==> src/rtl/mem_access_ctrl_pkg.sv <==
// Shared constants and encodings for the memory access controller.
// Holds the NOP control code, the request op classes and the FSM states.
package mem_access_ctrl_pkg;

    localparam logic [1:0] CTL_NOP = 2'd3;

    typedef enum logic [1:0] {
        OP_NOP,
        OP_READ,
        OP_WRITE,
        OP_ILLEGAL
    } op_class_t;

    typedef enum logic [1:0] {
        ST_IDLE,
        ST_ISSUE,
        ST_BLOCKED
    } state_t;

    function automatic op_class_t classify_op(input logic [1:0] rdctl, input logic [1:0] wrctl);
        op_class_t cls;
        if (rdctl == CTL_NOP && wrctl == CTL_NOP) begin
            cls = OP_NOP;
        end else if (wrctl == CTL_NOP) begin
            cls = OP_READ;
        end else if (rdctl == CTL_NOP) begin
            cls = OP_WRITE;
        end else begin
            cls = OP_ILLEGAL;
        end
        return cls;
    endfunction

endpackage

==> src/rtl/mem_req_fifo.sv <==
// In-order request queue with full/empty flags and a combinational head.
// QDEPTH must be a power of two so the pointers wrap naturally.
module mem_req_fifo #(
    parameter int WIDTH  = 8,
    parameter int QDEPTH = 4
) (
    input  logic             clk,
    input  logic             rstn,
    input  logic             push,
    input  logic             pop,
    input  logic [WIDTH-1:0] din,
    output logic [WIDTH-1:0] dout,
    output logic             full,
    output logic             empty
);

    localparam int PW = $clog2(QDEPTH);

    logic [WIDTH-1:0] mem [QDEPTH];
    logic [PW-1:0]    wptr;
    logic [PW-1:0]    rptr;
    logic [PW:0]      count;
    logic             do_push;
    logic             do_pop;

    assign full    = (count == (PW+1)'(QDEPTH));
    assign empty   = (count == '0);
    assign do_push = push && !full;
    assign do_pop  = pop && !empty;
    assign dout    = mem[rptr];

    always_ff @(posedge clk or negedge rstn) begin
        if (!rstn) begin
            wptr  <= '0;
            rptr  <= '0;
            count <= '0;
        end else begin
            if (do_push) wptr <= wptr + 1'b1;
            if (do_pop)  rptr <= rptr + 1'b1;
            case ({do_push, do_pop})
                2'b10:   count <= count + 1'b1;
                2'b01:   count <= count - 1'b1;
                default: count <= count;
            endcase
        end
    end

    // Storage needs no reset; occupancy alone decides what is valid.
    always_ff @(posedge clk) begin
        if (do_push) mem[wptr] <= din;
    end

endmodule

==> src/rtl/mem_access_ctrl.sv <==
// Queues legal read/write requests and issues them in order to a memory port,
// tracking address/opcode faults and heads that stay blocked too long.
module mem_access_ctrl
    import mem_access_ctrl_pkg::*;
#(
    parameter int ADDR_W    = 16,
    parameter int DATA_W    = 32,
    parameter int MEM_DEPTH = 1024,
    parameter int QDEPTH    = 4,
    parameter int BLOCK_MAX = 15
) (
    input  logic              clk,
    input  logic              rstn,
    input  logic              reqvalid,
    output logic              reqready,
    input  logic [ADDR_W-1:0] reqaddr,
    input  logic [1:0]        reqrdctl,
    input  logic [1:0]        reqwrctl,
    input  logic [DATA_W-1:0] reqwdata,
    input  logic              reqwrcheck,
    input  logic              membusyrd,
    input  logic              membusywr,
    output logic [1:0]        memrdctl,
    output logic [1:0]        memwrctl,
    output logic [ADDR_W-1:0] memaddr,
    output logic [DATA_W-1:0] memwdata,
    output logic              memwrcheck,
    output logic              fault,
    output logic [ADDR_W-1:0] faultaddr,
    output logic [7:0]        faultcount,
    input  logic              faultclr,
    output logic              timeout
);

    localparam int EW    = 2 + 2 + ADDR_W + DATA_W + 1;
    localparam int CNT_W = $clog2(BLOCK_MAX + 1);
    localparam logic [CNT_W-1:0] BMAX = CNT_W'(BLOCK_MAX);

    op_class_t         req_cls;
    logic              accept, oob, bad, push;
    logic [EW-1:0]     fifo_din, fifo_dout;
    logic              full, empty;
    logic [1:0]        head_rd, head_wr;
    logic [ADDR_W-1:0] head_addr;
    logic [DATA_W-1:0] head_wdata;
    logic              head_chk, head_is_read;
    state_t            cur_state, prev_state;
    logic              issue, blocked;
    logic [CNT_W-1:0]  blk_cnt, blk_cnt_next;

    assign req_cls  = classify_op(reqrdctl, reqwrctl);
    assign reqready = !full;
    assign accept   = reqvalid && !full;
    assign oob      = 64'(reqaddr) >= 64'(MEM_DEPTH);
    assign bad      = accept && (req_cls == OP_ILLEGAL || (req_cls != OP_NOP && oob));
    assign push     = accept && !oob && (req_cls == OP_READ || req_cls == OP_WRITE);
    assign fifo_din = {reqrdctl, reqwrctl, reqaddr, reqwdata, reqwrcheck};
    assign {head_rd, head_wr, head_addr, head_wdata, head_chk} = fifo_dout;
    assign head_is_read = (head_wr == CTL_NOP);

    mem_req_fifo #(
        .WIDTH (EW),
        .QDEPTH(QDEPTH)
    ) u_fifo (
        .clk  (clk),
        .rstn (rstn),
        .push (push),
        .pop  (issue),
        .din  (fifo_din),
        .dout (fifo_dout),
        .full (full),
        .empty(empty)
    );

    // prev_state remembers last cycle's state so a blocked run restarts at 1.
    always_ff @(posedge clk or negedge rstn) begin
        if (!rstn) prev_state <= ST_IDLE;
        else       prev_state <= cur_state;
    end

    // Busy is judged in the cycle before the edge that would issue the head.
    always_comb begin
        cur_state = ST_IDLE;
        if (!empty) begin
            if (head_is_read ? membusyrd : membusywr) cur_state = ST_BLOCKED;
            else                                      cur_state = ST_ISSUE;
        end
    end

    always_comb begin
        issue        = (cur_state == ST_ISSUE);
        blocked      = (cur_state == ST_BLOCKED);
        blk_cnt_next = '0;
        if (blocked) begin
            if (prev_state != ST_BLOCKED) blk_cnt_next = CNT_W'(1);
            else if (blk_cnt == BMAX)     blk_cnt_next = blk_cnt;
            else                          blk_cnt_next = blk_cnt + 1'b1;
        end
    end

    always_ff @(posedge clk or negedge rstn) begin
        if (!rstn) begin
            memrdctl   <= CTL_NOP;
            memwrctl   <= CTL_NOP;
            memaddr    <= '0;
            memwdata   <= '0;
            memwrcheck <= 1'b0;
        end else if (issue) begin
            memrdctl   <= head_is_read ? head_rd : CTL_NOP;
            memwrctl   <= head_is_read ? CTL_NOP : head_wr;
            memaddr    <= head_addr;
            memwdata   <= head_wdata;
            memwrcheck <= head_is_read ? 1'b0 : head_chk;
        end else begin
            memrdctl   <= CTL_NOP;
            memwrctl   <= CTL_NOP;
            memwrcheck <= 1'b0;
        end
    end

    // Timeout fires once per blocked run; a clear cannot hide a same-cycle set.
    always_ff @(posedge clk or negedge rstn) begin
        if (!rstn) begin
            blk_cnt <= '0;
            timeout <= 1'b0;
        end else begin
            blk_cnt <= blk_cnt_next;
            if (blocked && blk_cnt_next == BMAX && blk_cnt != BMAX) timeout <= 1'b1;
            else if (faultclr)                                       timeout <= 1'b0;
        end
    end

    always_ff @(posedge clk or negedge rstn) begin
        if (!rstn) begin
            fault      <= 1'b0;
            faultaddr  <= '0;
            faultcount <= '0;
        end else if (bad) begin
            if (!fault || faultclr) begin
                fault      <= 1'b1;
                faultaddr  <= reqaddr;
                faultcount <= 8'd1;
            end else if (faultcount != 8'hFF) begin
                faultcount <= faultcount + 8'd1;
            end
        end else if (faultclr) begin
            fault      <= 1'b0;
            faultaddr  <= '0;
            faultcount <= '0;
        end
    end

endmodule
==> config.mk <==
export PLATFORM = sky130hd
export DESIGN_NAME = mem_access_ctrl
export DESIGN_NICKNAME = d
export VERILOG_FILES = /design/src/rtl/mem_access_ctrl_pkg.sv /design/src/rtl/mem_req_fifo.sv /design/src/rtl/mem_access_ctrl.sv
export SDC_FILE = /design/constraint.sdc
export NUM_CORES = 1
export LEC_CHECK = 0
export BUFFER_PORTS_ARGS = -buffer_cell sky130_fd_sc_hd__clkbuf_2
export CAP_MARGIN = 30
export CORE_ASPECT_RATIO = 0.8
export CORE_UTILIZATION = 45
export CTS_BUF_LIST = sky130_fd_sc_hd__clkbuf_8
export CTS_CLUSTER_DIAMETER = 30
export CTS_CLUSTER_SIZE = 14
export DETAILED_ROUTE_END_ITERATION = 12
export PLACE_DENSITY = 0.76
export SLEW_MARGIN = 5
export SYNTH_ARGS = -nofsm -noshare
export SYNTH_HDL_FRONTEND = slang
export SYNTH_SLANG_ARGS = --single-unit
==> constraint.sdc <==
create_clock -name clk -period 6.3 [get_ports clk]
set_clock_uncertainty 0.05 [all_clocks]
set_input_delay 0.945 -clock clk [delete_from_list [all_inputs] [get_ports clk]]
set_output_delay 0.945 -clock clk [all_outputs]
set_load 0.05 [all_outputs]
---- Yosys cells after proc, flatten, opt, wreduce, memory -nomap -nowiden ----
Memory sizes are Yosys's and may differ from the RTL's.
Index checks and enable logic that the tools add are counted.
storage, ports and cells
  output and inout port bits .............. 80
  bits in writable memories ............... 212
  memory bits (read-only) ................. 0
  memories kept ........................... 1
  register bits after elaboration ......... 92
  latch bits .............................. 0
operators by class
  equality and inequality tests ........... 18
  bitwise gates (word level) .............. 0
  magnitude comparators ................... 1
  add/sub/neg operators ................... 6
  muxes and demuxes ....................... 29
  shift operators ......................... 0
  $mul .................................... 0
  reduce and logical (&&, ||, !) cells .... 24
  divide/modulo/power cells ............... 0
memories
  name        words  bits a word  read ports  clocked after Yosys merged registers in  wr ports  line                source
  u_fifo.mem  4      53           1           0                                        1         mem_req_fifo.sv:19  logic [WIDTH-1:0] mem [QDEPTH];
operator list
  kind                    count
  $mux W16                3
  $mux W8                 4
  $ge A16 B11 Y1 const B  1
  $mux W2                 8
  $eq A2 B2 Y1 const B    7
  $mux W4                 3
  $logic_and A1 B1 Y1     10
  $mux W1                 10
  $add A8 B1 Y8 const B   1
  $eq A4 B4 Y1 const B    2
  $ne A8 B8 Y1 const B    1
  $reduce_bool A2 Y1      4
  $eq A2 B1 Y1 const B    3
  $pmux W3 S2             1
  $add A2 B1 Y2 const B   2
  $add A4 B1 Y4 const B   1
  $logic_not A1 Y1        4
  $ne A4 B4 Y1 const B    1
  $reduce_and A2 Y1       2
  $add A3 B1 Y3 const B   1
  $eq A3 B3 Y1 const B    1
  $logic_not A3 Y1        1
  $logic_or A1 B1 Y1      3
  $ne A3 B1 Y1 const B    1
  3 further kinds         3

---- Logic depth before layout (Yosys ltp) ----
Gate-level depths: netlist (run 1).
An unclocked memory read counts as a cell.
  word-level depth ........................ 11
  depth in mapped cells ................... 13
  depth with buffers taken out ............ 12

---- Modules after synthesis ----
From an unflattened synthesis (run 1), not the netlist that was laid out.
second synthesis, totals
  cells, all modules ...................... 561
  area total of the unflattened synthesis .. 11631.2 sq um
by module, submodules not included
  module           cells an instance  instances  area an instance (sq um)
  mem_req_fifo     315                1          8140.3
  mem_access_ctrl  246                1          3490.8

---- Least setup slack after synthesis (run 1) ----
Ideal clock, no wire load.
  kind .................................... input to register
  start point ............................. input reqwrctl[0]
  end point ............................... memory u_fifo.mem[0][0] (netlist name), enable pin
  stages .................................. 6
  path slack .............................. 2796 ps
  data arrival time ....................... 3038 ps
  cell sequence ........................... and2_1 inv_1 ha_1 nand3_1 nor2_1 and2_1
between the ends
  cells in the longest elaborated chain, start to end .. 9
  elaborated cells on any way between the ends .. 11
ends and longest elaborated chain
  element                                                line                                                  source
  start: declaration                                     mem_access_ctrl.sv:18                                 input logic [1:0] reqwrctl,
  $eq A2 B2 Y1 *                                         mem_access_ctrl_pkg.sv:22, mem_access_ctrl_pkg.sv:24
  $mux W2 / $logic_and A1 B1 Y1 (equally long branches)  mem_access_ctrl_pkg.sv:24, mem_access_ctrl_pkg.sv:22
  $mux W2 *                                              mem_access_ctrl_pkg.sv:22                             if (rdctl == CTL_NOP && wrctl == CTL_NOP) begin
  $eq A2 B1 Y1 / $eq A2 B2 Y1 (equally long branches)    mem_access_ctrl.sv:56                                 assign push = accept && !oob && (req_cls == OP_READ || req_cls == OP_WRITE);
  $logic_or A1 B1 Y1 *                                   mem_access_ctrl.sv:56
  $logic_and A1 B1 Y1 *                                  mem_access_ctrl.sv:56
  $logic_and A1 B1 Y1 *                                  mem_req_fifo.sv:28                                    assign do_push = push && !full;
  $mux W1 *                                              mem_req_fifo.sv:50                                    if (do_push) mem[wptr] <= din;
  $mux W1 (implied by the code) *                        mem_req_fifo.sv:50
  end: declaration                                       mem_req_fifo.sv:19
Every way passes the cells marked *; elsewhere a longest branch is shown, timed or not.

---- Final worst setup path (run 1) ----
  start point ............................. input reqaddr[15]
  end point ............................... memory u_fifo.mem[1][19] (netlist name), enable pin
between the ends
  cells in the longest elaborated chain, start to end .. 7
ends and longest elaborated chain
  element                            line                   source
  start: declaration                 mem_access_ctrl.sv:16  input logic [ADDR_W-1:0] reqaddr,
  $ge A16 B11 Y1                     mem_access_ctrl.sv:54  assign oob = 64'(reqaddr) >= 64'(MEM_DEPTH);
  $logic_not A1 Y1                   mem_access_ctrl.sv:56
  $logic_and A1 B1 Y1 (2 in series)  mem_access_ctrl.sv:56
  $logic_and A1 B1 Y1                mem_req_fifo.sv:28
  $mux W1                            mem_req_fifo.sv:50
  $mux W1 (implied by the code)      mem_req_fifo.sv:50
Every way passes these cells.

==> qor.csv, run 1 <==
metric,value,unit
status,finished clean,
proportion_of_layout_cells_with_a_drive_suffix_above_1,43.26,%
synth_top_cells_by_area,"edfxtp_1, dfrtp_1, mux4_2, mux2_4, a22o_1",
timing.final.setup_violations,0,
path_class,in -> reg,
grt.total_usage,17.42,%
synth_flop_type,edfxtp_1,
critical_path_arrival,3200,ps
worst_setup_path_startpoint,reqaddr[15],
max_transition_margin,46.66,%
synth.ff_latch_count,304,
design_power_total,6.593,mW
diodes,0,
cts_sinks,304,
drt_iter0_drc,421,
synth_edf_count,212,
postLayoutCoreUtil,54.40,%
routed_wire_length_per_instance,19.65,µm
gp_congestion,0.7403,
syn_inst,567,
critPathRequiredTime,6450,ps
fp-row-count,52,
clock_latency,570,ps
hold_path_class,in -> async,
unrepaired_setup_endpoints_after_global_routing,no,
critical-path-max-stage-delay,670,ps
cts-htree-levels,2,
clock-root-buffer,clkbuf_8,
dr.pass1.iters,5,
drt-total-wl,22200,µm
reg2reg_setup_slack,3340,ps
mappedNetlistArea,0.01169,mm²
placeableCoreArea,0.02544,mm²
synth_sequential_area_ratio,74.16,%
antenna_violations_before_repair,0,
endpoint,u_fifo.mem[1][19]$_DFFE_PP_,
dieArea,0.02664,mm²
power.static_leakage,5.371,nW
placement.io_buffers,138,
wire_length_of_the_first_global_routing_pass,34740,µm
largest_net_degree_at_the_start_of_global_routing,55,
cts_inserted_buffers,46,
rr_worst_depth,6,
post_cts_resized,0,
pin_count,139,
route.antenna.remaining_nets,0,
overflow,0,
max_clock_freq,328.1,MHz
clkSlewWorstSetupHoldPaths,70,ps
worst-slew-pin-transition,800.2,ps
postCtsHoldBufs,0,
multi_input_comb_area,0.002809,mm²
fp.dieW,182.2,µm
synth.net_count,636,
place_hpwl,14020,µm
layout_filler_cell_count,2025,
synthesis.area_per_instance,20.63,µm²
routed-via-count,5826,
worstReg2RegEnd,memwdata[0]$_DFFE_PN0N_,
drv.max_cap_violation_count,0,
asyncSetResetFlopFracSynth,30.26,%
timing.final.crit_share,48.38,%
reg_to_reg_critical_path_startpoint,u_fifo.rptr[0]$_DFFE_PN0P_,
route.detailed.vias_per_inst,5.156,
critical_path.slowest_cell,and2_2,
cts_tree,built,
post_synth_num_cell_types,44,
critPathMaxFanout,28,
worst_setup_path_end_kind,flop,
setup_total_negative_slack,0,ps
number_of_hold_violations_in_the_final_report,0,
area_growth,18.33,%
first_global_vias,6021,
drc_errors_left,0,
final-seq-area,0.008678,mm²
power.ir.vdd_worst,0.0002311,V
finalWorstPathRequiredPeriod,3048,ps
post_cts.repair.setup_buffers,0,
yosys_warnings,0,
power_per_cell_area,476.5,mW/mm²
synthDominantAreaCellType,edfxtp_1,
startpoint_types,input pin,
initial_utilization,45.97,%
post-synth-top-area-fraction,54.43,%
clock_path_buffers,3,
die_h,146.2,µm
drv_slew,0,
nNetsFinal,810,
crit_chain,clkbuf_2 > nor4_1 > nand2_1 > nor2_1 > and2_2 > buf_4,
## registers in the layout (all words and copies together) (netlist names), 3 cells and up
register	count
blk_cnt	4
faultaddr	16
faultcount	8
memaddr	16
memwdata	32
u_fifo.count	3
u_fifo.mem	212
## cell type report
type | instances | area share [%]
timing repair buffer | 149 | 5.750
sequential | 304 | 62.71
clock inverter | 39 | 2.875
tap | 351 | 3.174
clock buffer | 47 | 4.674
multi-input combinational | 221 | 20.30
inverter | 19 | 0.5154
## per-stage QoR
stage | instances | cell area [µm²] | setup slack [ps] | hold WS (ps)
floorplan | 567 | 11700 | 2796 | 404.9
global placement | 1043 | 12770 | 2742 | 418.1
detailed placement | 1043 | 12770 | 2668 | 425.2
CTS | 1129 | 13810 | 3133 | 307.6
global route | 1130 | 13840 | 3032 | 320.5
finish | 1130 | 13840 | 3252 | 305.5
## placed cells by master (no fill, tap or decap), types with 3 or more instances in the layout
cell type / instances
and3_1: 3
mux2i_1: 3
a22o_1: 17
nor3_1: 4
nand4_1: 3
bufinv_16: 6
clkinv_4: 7
and2_2: 4
nand3b_1: 4
nand3_1: 5
clkinvlp_4: 4
nor2_1: 8
mux4_2: 53
o32ai_1: 3
ha_1: 9
mux2_4: 46
a21oi_1: 4
xnor2_1: 5
and2_1: 3
dfrtp_1: 86
clkbuf_2: 137
inv_1: 25
a21boi_1: 3
dfstp_2: 4
buf_4: 11
clkinv_2: 7
edfxtp_1: 212
nand2_1: 11
inv_6: 4
mux2_1: 3
clkbuf_8: 47
xor2_1: 4
nand2b_1: 3
## critical path, delay by kind of cell
kind                   cells  cell delay [ps]
buffers and inverters      2              610
and+or+nand+nor            4             1600
## routing by layer
layer  vias to the layer above  track usage [%]  share of wire (%)
li1                       2618                -                  -
met1                      2970            25.24                 46
met2                       215            26.72                 46
met3                        23            3.717                6.9
met4                         0            5.210                1.2
met5                         -                0                  0
## synthesized netlist by cell type (all sizes together), types with 2 or more instances
cell / n
ha: 9
a21boi: 3
xnor2: 5
a22o: 17
and2: 7
nand2b: 3
o32ai: 3
nor3: 4
a21o: 2
nand3: 5
edfxtp: 212
dfstp: 4
xor2: 4
o2111a: 2
mux2: 50
clkbuf: 14
a21oi: 4
o21ai: 2
o41ai: 2
nand4: 3
buf: 9
a211o: 2
nand2: 11
or3: 2
a211oi: 2
nor2: 8
mux2i: 3
inv: 19
and3: 3
mux4: 53
dfrtp: 88
nand3b: 4
## cell families after synthesis
group | Yosys count | share of synthesized area, %
buffers and inverters | 42 | 1.861
AOI/OAI and AO/OA | 41 | 2.857
xor gates and xnor gates | 9 | 0.6740
and+or+nand+nor | 55 | 2.557
DFF | 304 | 74.16
muxes | 106 | 16.75
adders and majority gates | 10 | 1.134
## report_power, final
part / total, mW / switching, mW / internal, mW
combinational: 2.21 / 1.32 / 0.893
sequential: 2.59 / 0.201 / 2.39
clock: 1.79 / 0.813 / 0.981
## how the worst min path moves through the flow
stage / from / to / slack (ps) / cells after the start
floorplan: u_fifo.count[2]$_DFFE_PN0P_ / u_fifo.count[2]$_DFFE_PN0P_ / 400 / 1
global placement: u_fifo.count[2]$_DFFE_PN0P_ / u_fifo.count[2]$_DFFE_PN0P_ / 420 / 1
detailed placement: memwdata[2]$_DFFE_PN0N_ / memwdata[2]$_DFFE_PN0N_ / 430 / 1
CTS: rstn / memwdata[3]$_DFFE_PN0N_ / 310 / 1
global route: rstn / memwdata[3]$_DFFE_PN0N_ / 320 / 1
finish: rstn / memwdata[3]$_DFFE_PN0N_ / 310 / 1
Power figures use the tool's default switching activity.
==> inputs of run 2 (changes only) <==
--- a/config.mk
+++ b/config.mk
@@ -13,7 +13,7 @@
 export CTS_CLUSTER_DIAMETER = 30
 export CTS_CLUSTER_SIZE = 14
 export DETAILED_ROUTE_END_ITERATION = 12
-export PLACE_DENSITY = 0.76
+export PLACE_DENSITY = 0.79
 export SLEW_MARGIN = 5
 export SYNTH_ARGS = -nofsm -noshare
 export SYNTH_HDL_FRONTEND = slang
==> constraint.sdc (replaced) <==
create_clock -name clk -period 2.8 [get_ports clk]
set_clock_uncertainty 0.05 [all_clocks]
set_input_delay 0.42 -clock clk [delete_from_list [all_inputs] [get_ports clk]]
set_output_delay 0.42 -clock clk [all_outputs]
set_load 0.05 [all_outputs]
==> qor.csv, run 2 (same netlist as run 1, synthesis figures left out) <==
metric,value,unit
status,finished clean,
rr_worst_depth,9,
clock_latency,550,ps
routed_wire_length_per_instance,20.14,µm
setup_total_negative_slack,0,ps
route.antenna.remaining_nets,0,
initial_utilization,45.97,%
busiest_metal_layer_after_global_routing,met2,
clock_path_buffers,3,
most-common-layout-cells,"edfxtp_1, clkbuf_2, dfrtp_1, mux4_2, clkbuf_8",
most_common_library_cell_in_the_layout_ignoring_fill_and_taps,edfxtp_1,
fin_area,0.01404,mm²
fp-row-count,52,
antenna_violations_before_repair,1,
power.static_leakage,5.439,nW
critical_path.slowest_cell,mux4_2,
nNetsFinal,821,
drv_slew,0,
worst_setup_path_end_kind,flop,
drc_errors_left,0,
worst_setup_path_startpoint,u_fifo.rptr[0]$_DFFE_PN0P_,
timing.final.crit_share,92.80,%
path_class,reg -> reg,
place_hpwl,13880,µm
diodes,0,
max_clock_freq,384.9,MHz
reg2reg_setup_slack,200,ps
critPathMaxFanout,5,
dieArea,0.02664,mm²
groute.layer.met2.usage,29.37,%
area_growth,20.05,%
pin_count,139,
global_route.usage.met1,24.19,%
worstReg2RegEnd,u_fifo.count[2]$_DFFE_PN0P_,
crit_chain,mux4_2 > and2_1 > mux2_4 > ha_1 > inv_1 > fa_1 > xor2_1 > nor2_1 > xor2_1,
top_regs,"u_fifo.mem (212), memwdata (32)",
power.ir.vdd_worst,0.0006909,V
clkSlewWorstSetupHoldPaths,80,ps
post_cts.repair.setup_buffers,0,
power_per_cell_area,1064,mW/mm²
gr-usage-met3,4.490,%
startpoint_types,flop,
drt_iter0_drc,355,
largest_net_degree_at_the_start_of_global_routing,48,
die_h,146.2,µm
unrepaired_setup_endpoints_after_global_routing,no,
routed-via-count,5927,
cts_tree,built,
first_global_vias,6271,
post_cts_resized,0,
reg_to_reg_critical_path_startpoint,u_fifo.rptr[0]$_DFFE_PN0P_,
placeableCoreArea,0.02544,mm²
overflow,0,
gp_congestion,0.7740,
max_transition_margin,48.51,%
timing.final.setup_violations,0,
finalWorstPathRequiredPeriod,2598,ps
placement.io_buffers,138,
critical_path_arrival,3020,ps
holdWs,39.53,ps
proportion_of_layout_cells_with_a_drive_suffix_above_1,44.61,%
crit_path_frequent_cell,xor2_1,
dr.pass1.iters,4,
route.detailed.vias_per_inst,5.199,
critical-path-max-stage-delay,510,ps
hold_path_class,in -> reg,
cts_inserted_buffers,46,
worst-slew-pin-transition,772.4,ps
fp.dieW,182.2,µm
number_of_hold_violations_in_the_final_report,0,
drt-total-wl,22960,µm
drv.max_cap_violation_count,0,
endpoint,u_fifo.count[2]$_DFFE_PN0P_,
largest_register_ff_count,212,
critPathRequiredTime,3220,ps
cts_sinks,304,
cts-htree-levels,2,
wire_length_of_the_first_global_routing_pass,36000,µm
cell_area_after_placement,0.01296,mm²
grt.total_usage,17.94,%
max_flop_register,u_fifo.mem,
clock-root-buffer,clkbuf_8,
==> run 2: how the worst min path moves through the flow <==
stage                                             end                     from  depth (start not counted)
final                     u_fifo.mem[0][28]$_DFFE_PP_             reqwdata[27]                          1
after floorplan                  blk_cnt[0]$_DFF_PN0_                     rstn                          0
after CTS                 u_fifo.mem[0][28]$_DFFE_PP_             reqwdata[27]                          1
after detailed placement      memwdata[2]$_DFFE_PN0N_  memwdata[2]$_DFFE_PN0N_                          1
after global placement        memwdata[1]$_DFFE_PN0N_  memwdata[1]$_DFFE_PN0N_                          1
after global routing      u_fifo.mem[0][28]$_DFFE_PP_             reqwdata[27]                          1
==> run 2: critical path: cells and delay by family (launching register included) <==
family / cells / cell delay [ps]
muxes: 2 / 750
adders and majority gates: 2 / 550
buffers and inverters: 1 / 60
and+or+nand+nor: 2 / 360
DFF: 1 / 440
xor gates and xnor gates: 2 / 320
==> run 2: what timing repair did <==
action	4_1_cts	5_1_grt
setup endpoints to repair	0	0
endpoints found under the hold margin	46	0
hold buffers	1	0
==> run 2: routing by layer <==
| layer | routed length [µm] | vias up |
|---|---|---|
| met1 | 9999 | 3055 |
| met5 | 0 | - |
| met4 | 328 | 0 |
| met3 | 1513 | 36 |
| li1 | - | 2632 |
| met2 | 11110 | 204 |
==> run 2: final cells by class <==
cell class,count,area (µm²)
fillers,1967,11400
flip-flops and latches,304,8678
multi-input cells,221,2809
repair buffers,160,973.4
clock buffers,49,674.4
well taps,351,439.2
clock inverters,36,394.1
inverters,19,71.32
==> run 2: through the flow <==
step / utilization (%) / power (mW) / setup slack (ps) / cells
final: 55.19 / 14.94 / 201.6 / 1140
after global routing: 55.19 / 15.63 / 53.32 / 1140
after CTS: 55.19 / 15.15 / 183.6 / 1140
after detailed placement: 50.95 / 10.97 / 211.5 / 1054
after global placement: 50.95 / 10.84 / 258.3 / 1054
after floorplan: - / 9.864 / 1.276 / 567
==> run 2: power breakdown <==
group	switching (mW)	internal, mW
clock	1.85	2.26
sequential	0.375	5.37
combinational	3.08	2.01
total	5.30	9.64
